===== src/rtl/gpio_cnt_sched_pkg.sv =====
// gpio_cnt_sched_pkg: shared types and constants for the GPIO counter scheduler
package gpio_cnt_sched_pkg;
  typedef enum logic [0:0] {IDLE = 1'b0, COUNT = 1'b1} fsm_state;
  localparam fsm_state StateDefault = IDLE;
  localparam int MaxCh = 16;
  localparam int CntMaxDefault = 2048;
endpackage


===== src/rtl/gpio_cnt_rr_arb.sv =====
// gpio_cnt_rr_arb: combinational round-robin picker, first request at or after ptr (wrapping)
module gpio_cnt_rr_arb #(
  parameter int NumCh = 4,
  parameter int IdxW = $clog2(NumCh)
) (
  input  logic [NumCh-1:0] req,
  input  logic [IdxW-1:0]  ptr,
  output logic [NumCh-1:0] gnt,
  output logic [IdxW-1:0]  idx,
  output logic             valid
);
  logic [IdxW:0] j;
  always_comb begin
    gnt = '0;
    idx = '0;
    j = '0;
    valid = |req;
    // scan farthest-first so the channel closest to ptr overwrites last and wins
    for (int i = NumCh - 1; i >= 0; i--) begin
      j = {1'b0, ptr} + (IdxW + 1)'(i);
      j = (j >= (IdxW + 1)'(NumCh)) ? j - (IdxW + 1)'(NumCh) : j;
      if (req[j[IdxW-1:0]]) begin
        gnt = '0;
        gnt[j[IdxW-1:0]] = 1'b1;
        idx = j[IdxW-1:0];
      end
    end
  end
endmodule


===== src/rtl/gpio_cnt_sched.sv =====
// gpio_cnt_sched: one threshold counter shared round-robin among GPIO request lines.
// Define GPIO_CNT_SCHED_IRQ_EN to add the intr_o completion pulse.
module gpio_cnt_sched
  import gpio_cnt_sched_pkg::*;
#(
  parameter int NumCh = 4,
  parameter int CntWidth = 32,
  parameter int CntMaxRst = CntMaxDefault
) (
  input  logic                clk_i,
  input  logic                rst_ni,
  input  logic [NumCh-1:0]    gpio_i,
  input  logic [CntWidth-1:0] cnt_max_i,
`ifdef GPIO_CNT_SCHED_IRQ_EN
  output logic                intr_o,
`endif
  output logic [NumCh-1:0]    gpio_o,
  output logic [NumCh-1:0]    grant_o,
  output logic                busy_o,
  output logic [CntWidth-1:0] cnt_o
);
  localparam int IdxW = $clog2(NumCh);
  fsm_state state, state_n;
  logic [IdxW-1:0] ptr, ptr_n, arb_idx;
  logic [NumCh-1:0] arb_gnt, grant_n, done_set, gpio_n;
  logic arb_valid;
  logic [CntWidth-1:0] cnt, cnt_n, thr, thr_n;
  gpio_cnt_rr_arb #(.NumCh(NumCh), .IdxW(IdxW)) u_arb (
    .req   (gpio_i & ~gpio_o),
    .ptr   (ptr),
    .gnt   (arb_gnt),
    .idx   (arb_idx),
    .valid (arb_valid)
  );
  always_comb begin
    state_n = state;
    ptr_n = ptr;
    grant_n = grant_o;
    cnt_n = cnt;
    thr_n = thr;
    done_set = '0;
    case (state)
      IDLE: if (arb_valid) begin
        state_n = COUNT;
        grant_n = arb_gnt;
        cnt_n = '0;
        thr_n = (cnt_max_i == '0) ? CntWidth'(CntMaxRst) : cnt_max_i;
        ptr_n = (arb_idx == IdxW'(NumCh - 1)) ? '0 : arb_idx + 1'b1;
      end
      // a dropped request aborts even on the completion cycle
      COUNT: if (~|(gpio_i & grant_o)) begin
        state_n = IDLE;
        cnt_n = '0;
        grant_n = '0;
      end else if (cnt == thr) begin
        done_set = grant_o;
        state_n = IDLE;
        cnt_n = '0;
        grant_n = '0;
      end else begin
        cnt_n = cnt + 1'b1;
      end
      default: begin
        state_n = StateDefault;
        cnt_n = '0;
        grant_n = '0;
      end
    endcase
  end
  assign gpio_n = (gpio_o & gpio_i) | done_set;
  always_ff @(posedge clk_i or negedge rst_ni) begin
    if (!rst_ni) begin
      state <= IDLE;
      ptr <= '0;
      grant_o <= '0;
      cnt <= '0;
      thr <= '0;
      gpio_o <= '0;
    end else begin
      state <= state_n;
      ptr <= ptr_n;
      grant_o <= grant_n;
      cnt <= cnt_n;
      thr <= thr_n;
      gpio_o <= gpio_n;
    end
  end
`ifdef GPIO_CNT_SCHED_IRQ_EN
  always_ff @(posedge clk_i or negedge rst_ni) begin
    if (!rst_ni) intr_o <= 1'b0;
    else intr_o <= |done_set;
  end
`endif
  assign busy_o = (state == COUNT);
  assign cnt_o = cnt;
endmodule


===== config.mk =====
export PLATFORM = sky130hd
export DESIGN_NAME = gpio_cnt_sched
export DESIGN_NICKNAME = d
export VERILOG_FILES = /design/src/rtl/gpio_cnt_sched_pkg.sv /design/src/rtl/gpio_cnt_rr_arb.sv /design/src/rtl/gpio_cnt_sched.sv
export SDC_FILE = /design/constraint.sdc
export NUM_CORES = 1
export LEC_CHECK = 0
export CAP_MARGIN = 20
export CORE_MARGIN = 1.5
export CORE_UTILIZATION = 60
export CTS_CLUSTER_SIZE = 16
export DETAILED_ROUTE_END_ITERATION = 10
export DONT_BUFFER_PORTS = 1
export PLACE_DENSITY = 0.77
export SLEW_MARGIN = 10
export SYNTH_ARGS = -nofsm -noshare
export SYNTH_HDL_FRONTEND = slang
export SYNTH_SLANG_ARGS = --single-unit

===== constraint.sdc =====
create_clock -name clk_i -period 4.2 [get_ports clk_i]
set_input_delay 1.05 -clock clk_i [delete_from_list [all_inputs] [get_ports clk_i]]
set_output_delay 1.05 -clock clk_i [all_outputs]
set_load 0.01 [all_outputs]

==> flow_summary.yaml, run 1 <==
synthesis:
  synth_top_area_share_pct: 44.68
  ys.flop_type: "dfrtp_1"
  yosysWarnings: 0
  synth_cell_types: 49
  syn_nets: 495
  synth_most_common_cell: "nand2_1"
  async_flop_share_pct: 100.0
  synth_top_cells_by_area: "dfrtp_1 (45%), xnor2_1 (11%), nand2_1 (9.8%), nor2_1 (4.2%), mux4_2 (2.7%)"
  yosys-top-cells-count: "nand2_1 (110), dfrtp_1 (75), xnor2_1 (53)"
  avgSynthCellArea_sq_um: 9.293
  ys_ff_latch: 75
  seq_area_frac_synth_pct: 44.68
  synthCells: 452
  netlist_area_sq_um: 4200
  yosysTopAreaCell: "dfrtp_1"
  synth_edf_count: 0
sta:
  finalSetupViolations: 0
  fmax_ghz: 0.3993
  min_period_over_period_pct: 59.62
  relSlewSlack_pct: 32.25
  hold_ws_ps: 396.5
  layout_min_cycle_time_ps: 2504
  tightestPinTransition_ps: 1012
  tns_ps: 0
  finalClockSkew_ps: 7.231
  hold_violations: 0
  rsz0062_at_grt: "no"
  drv_slew: 0
clock_tree:
  cts.sinks: 75
  cts_buffers: 9
  root_buffer: "clkbuf_8"
  cts.clk_slew.worst_paths_ps: 80
  cts_resized: 0
  htree_levels: 3
  postCtsSetupBuffers: 0
  ctsHoldBuffers: 0
  cts_tree: "done"
  clk-insertion-delay-late_ps: 340
  ctsLongestPathBuffers: 2
final_layout:
  syn_to_final_growth_pct: 5.749
  fillers: 527
  antenna_cells: 0
  final_area_sq_um: 4442
  fin_util_pct: 65.38
  drive_above_1_share_pct: 8.609
  fin_nets: 492
  final_cells: 549
global_route:
  grt_pass1_vias: 3242
  gr-total-overflow: 0
  grt_pass1_wl_um: 15770
  grtUsageMet2_pct: 43.75
  grt_antenna_before_repair: 0
  grtUsageMet1_pct: 36.56
  busiest_layer: "met2"
  track_usage_pct: 27.30
  grt_max_degree: 76
  grt_util_met3_pct: 6.286
floorplanning:
  ios: 79
  dieWidth_um: 86.67
  initial_core_util_pct: 61.82
  die_h_um: 86.67
  rows: 30
  dieArea_sq_um: 7512
  coreArea_sq_um: 6794
route:
  ant_nets: 0
  dr.pass1.iters: 6
  drc: 0
  wire_per_inst_um: 17.43
  drtIter0Drc: 257
  wl_um: 9568
  via_per_inst: 6.015
  vias: 3302
worst_setup_path:
  cp.required_ps: 4430
  reg2reg_slack_ps: 1720
  path_max_fanout: 11
  crit_type: "input port to register"
  crit_path_start_kind: "input port"
  end_kind: "register"
  worstPathArrival_ps: 2730
job:
  cap_violations: 0
place:
  dp.cells: 533
  place_hpwl_um: 6859
  place_congestion: 0.8365
  io_buffers: 0
  placed_area_sq_um: 4234
pwr:
  powerDensity_nw_per_um2: 583.0
  vdd_drop_max_uv: 383.4
  power.leakage_nw: 1.890
outcome:
  status: "completed"
worst_hold_path:
  min_path_type: "input port to asynchronous set/reset pin"
-- power by group --
part | switching, mW | total (mW) | internal, mW
logic | 0.524 | 0.933 | 0.410
registers | 0.198 | 1.11 | 0.909
clock network | 0.261 | 0.549 | 0.288
-- area by class of cell --
cell class                 count  area (sq um)  area share, %
multi-input combinational    352          2196          49.44
tap                           96         120.1          2.704
sequential                    75          1877          42.25
timing repair buffer           2         22.52         0.5070
clock inverter                 4         51.30          1.155
inverter                       9         33.78         0.7606
clock buffer                  11         141.4          3.183
-- cells in the final DEF (no fill, tap or decap), drive strengths merged, types with 3 or more instances in the layout --
master | netlist | routed
and3 | 4 | 4
mux2i | 4 | 4
nand2b | 6 | 6
a221o | 4 | 4
nand4 | 13 | 13
xnor2 | 53 | 53
o21ai | 14 | 14
a21oi | 4 | 4
ha | 5 | 5
nand2 | 111 | 111
nor3 | 15 | 15
mux4 | 5 | 5
nor4 | 13 | 13
nor2 | 48 | 48
a22o | 6 | 6
o211ai | 3 | 3
inv | 9 | 9
nor3b | 3 | 3
a21o | 6 | 6
nor2b | 6 | 6
clkbuf | 5 | 11
nand3 | 11 | 11
dfrtp | 75 | 75
a221oi | 4 | 4
-- worst paths after layout --
path,start,end,depth (start not counted)
min in group clk_i,thr[4]$_DFFE_PN0P_,thr[4]$_DFFE_PN0P_,2
hold / removal,rst_ni,cnt_o[27]$_DFFE_PN0P_,0
setup / recovery,gpio_i[1],cnt_o[17]$_DFFE_PN0P_,6
max in group asynchronous,rst_ni,thr[7]$_DFFE_PN0P_,0
setup reg to reg,ptr[0]$_DFFE_PN0P_,grant_o[3]$_DFFE_PN0P_,7
hold reg to reg,thr[4]$_DFFE_PN0P_,thr[4]$_DFFE_PN0P_,2
-- critical path, stage by stage --
cell	delay, ps
nand2b_1	140
nand4_2	240
o211ai_1	870
nor2_1	170
xnor2_1	200
nor2_1	60
-- cells by family (layout without fill, tap and decap cells) --
group           after synthesis  in the layout  share of synthesized area (%)
mux                           9              9                          3.634
buf+inv                      25             26                          3.098
fa+ha+maj                     5              5                          1.489
compound gates               47             47                          8.400
flops                        75             75                          44.68
simple gates                237            237                          27.44
xor+xnor                     54             54                          11.26
-- sequential cells by signal, indices dropped and copies added (netlist names) --
register and count:
grant_o 4, cnt_o 32, gpio_o 4, thr 32
ptr 2, busy_o 1
-- metal layers --
metal	vias up	part of all wire, %
met5	-	0
met4	0	1.2
met3	10	7.1
met2	142	47
met1	1608	44
li1	1542	-
-- per-stage QoR --
stage | setup WS (ps) | total power [mW]
global placement | 1474 | 1.992
CTS | 1679 | 2.577
detailed placement | 1354 | 2.029
finish | 1696 | 2.590
floorplan | 1729 | 1.860
global route | 1517 | 2.770
No activity file was read; power rests on OpenSTA's default activity.
==> inputs of run 2 (changes only) <==
--- a/config.mk
+++ b/config.mk
@@ -7,7 +7,7 @@
 export LEC_CHECK = 0
 export CAP_MARGIN = 20
 export CORE_MARGIN = 1.5
-export CORE_UTILIZATION = 60
+export CORE_UTILIZATION = 58
 export CTS_CLUSTER_SIZE = 16
 export DETAILED_ROUTE_END_ITERATION = 10
 export DONT_BUFFER_PORTS = 1
==> constraint.sdc (replaced) <==
create_clock -name clk_i -period 2.2 [get_ports clk_i]
set_input_delay 0.55 -clock clk_i [delete_from_list [all_inputs] [get_ports clk_i]]
set_output_delay 0.55 -clock clk_i [all_outputs]
set_load 0.01 [all_outputs]
==> run 2 against run 1 <==
Net effect: clock power increased by 71%; utilization rose by 2.3 points; first-iteration DRC count is 13% lower; critical path type is now register to register; total power grew 93%; die area increased by 3.3%; register-to-register slack got worse by 1600 ps; clock skew decreased by 0.75 ps; clock-buffer cell count up 1; sequential share of layout area fell by 2.1 points; combinational power grew 120%; the flow now finishes with violations (negative hold slack); via count up 4.4%; largest cell class unchanged.
==> flow_summary.yaml, run 2 (synthesized netlist as in run 1, its figures left out) <==
clock_tree:
  postCtsSetupBuffers: 0
  ctsLongestPathBuffers: 2
  clk-insertion-delay-late_ps: 360
  cts_buffers: 9
  htree_levels: 3
  root_buffer: "clkbuf_8"
  cts.sinks: 75
  cts.clk_slew.worst_paths_ps: 80
  cts_tree: "done"
worst_setup_path:
  reg2regPathDepth: 7
  crit_path_end: "cnt_o[7]$_DFFE_PN0P_"
  worstPathArrival_ps: 2380
  r2r_start: "cnt_o[0]$_DFFE_PN0P_"
  reg2reg_slack_ps: 70
  max_stage_delay_ps: 430
  startpoint: "cnt_o[0]$_DFFE_PN0P_"
  crit_path_start_kind: "register"
  r2r_end: "cnt_o[7]$_DFFE_PN0P_"
  path_max_fanout: 17
  crit_slowest_cell: "dfrtp_1"
  cp.required_ps: 2450
  crit_type: "register to register"
  critPathTopFamily: "simple AND/OR/NAND/NOR gates"
  crit_path_cell_trace: "xnor2_1 -> nand4_1 -> nor4_2 -> a31o_2 -> buf_12 -> nor3_1 -> a211o_1"
  end_kind: "register"
  critical_path_depth: 7
  worst-path-buf-inv: 1
place:
  dp_slack_ps: 2.001
  place_congestion: 0.9454
  place_hpwl_um: 7646
  io_buffers: 0
  dp.cells: 564
floorplanning:
  ios: 79
  initial_core_util_pct: 60.82
  coreArea_sq_um: 6907
  rows: 30
  dieArea_sq_um: 7762
  die_h_um: 88.10
  dieWidth_um: 88.10
sta:
  layout_min_cycle_time_ps: 2128
  hold_ws_ps: -128.7
  rsz0062_at_grt: "no"
  tightestPinTransition_ps: 669.6
  finalClockSkew_ps: 6.483
  relSlewSlack_pct: 55.15
  min_period_over_period_pct: 96.74
  fmax_ghz: 0.4699
  setup_slack_ps: 71.75
  tns_ps: 0
  drv_slew: 0
  hold_violations: 75
  finalSetupViolations: 0
final_layout:
  regArea_sq_um: 1877
  syn_to_final_growth_pct: 11.32
  multi_input_area_sq_um: 2206
  layout_commonest_cell: "nand2_1"
  antenna_cells: 0
  final_cell_mix: "nand2_1 (110), dfrtp_1 (75), xnor2_1 (53)"
  drive_above_1_share_pct: 14.85
  final_cells: 581
  fillers: 584
  fin_nets: 523
worst_hold_path:
  min_path_type: "input port to asynchronous set/reset pin"
global_route:
  grt_max_degree: 76
  gr-total-overflow: 0
  grt_antenna_before_repair: 0
  grt_pass1_wl_um: 16910
  grt_pass1_vias: 3406
  track_usage_pct: 29.23
route:
  dr.pass1.iters: 5
  via_per_inst: 5.931
  drc: 0
  wl_um: 10430
  drtIter0Drc: 224
  vias: 3446
  wire_per_inst_um: 17.95
  ant_nets: 0
outcome:
  status: "finished with violations"
  violations: "negative hold slack"
pwr:
  power_mw: 5.009
  vdd_drop_max_uv: 546.3
  powerDensity_nw_per_um2: 1071
  power.leakage_nw: 2.051
job:
  cap_violations: 0
[run 2: how the worst min path moves through the flow]
| stage | from | endpoint | slack [ps] | cells after the start |
|---|---|---|---|---|
| after global routing | rst_ni | cnt_o[12]$_DFFE_PN0P_ | -140 | 0 |
| after global placement | rst_ni | cnt_o[13]$_DFFE_PN0P_ | 260 | 0 |
| after floorplan | rst_ni | busy_o$_DFF_PN0_ | 250 | 0 |
| final | rst_ni | cnt_o[12]$_DFFE_PN0P_ | -130 | 0 |
| after detailed placement | rst_ni | cnt_o[12]$_DFFE_PN0P_ | 260 | 0 |
| after CTS | rst_ni | cnt_o[12]$_DFFE_PN0P_ | -130 | 0 |
[run 2: worst reg2reg max path, cell delays in order (launching register included)]
cell     delay, ps
dfrtp_1        430
xnor2_1        270
nand4_1        160
nor4_2         370
a31o_2         300
buf_12         160
nor3_1          60
a211o_1        270
[run 2: what timing repair did]
action	4_1_cts	5_1_grt
resized for setup	0	3
endpoints found under the hold margin	75	75
setup endpoints to repair	0	4
[run 2: cell type report]
cell class              instances  share of cell area, %
well taps                      96                  2.569
repair buffers                 33                  5.914
clock inverters                 4                 0.5887
clock buffers                  12                  2.890
flip-flops and latches         75                  40.14
inverters                       9                 0.7225
multi-input cells             352                  47.18
[run 2: stage by stage]
| stage | util, % | cell area [sq um] | hold WS, ps |
|---|---|---|---|
| floorplan | - | 4200 | 254.4 |
| global placement | 65.04 | 4492 | 256.3 |
| detailed placement | 65.04 | 4492 | 256.5 |
| CTS | 67.39 | 4654 | -133.1 |
| global route | 67.70 | 4676 | -141.1 |
| finish | 67.70 | 4676 | -128.7 |
[run 2: where the power goes]
group / internal (mW) / leakage, nW / total (mW) / switching (mW)
Sequential: 1.74 / 0.982 / 2.03 / 0.297
Clock: 0.411 / 0.0843 / 0.937 / 0.527
Combinational: 0.894 / 0.985 / 2.04 / 1.14
Total: 3.04 / 2.05 / 5.01 / 1.97
[run 2: per-layer routing]
metal	vias up	share of wire (%)	track usage, %
li1	1602	-	-
met1	1666	41	39.49
met2	163	46	44.41
met3	15	11	8.765
met4	0	1.9	11.51
met5	-	0	0
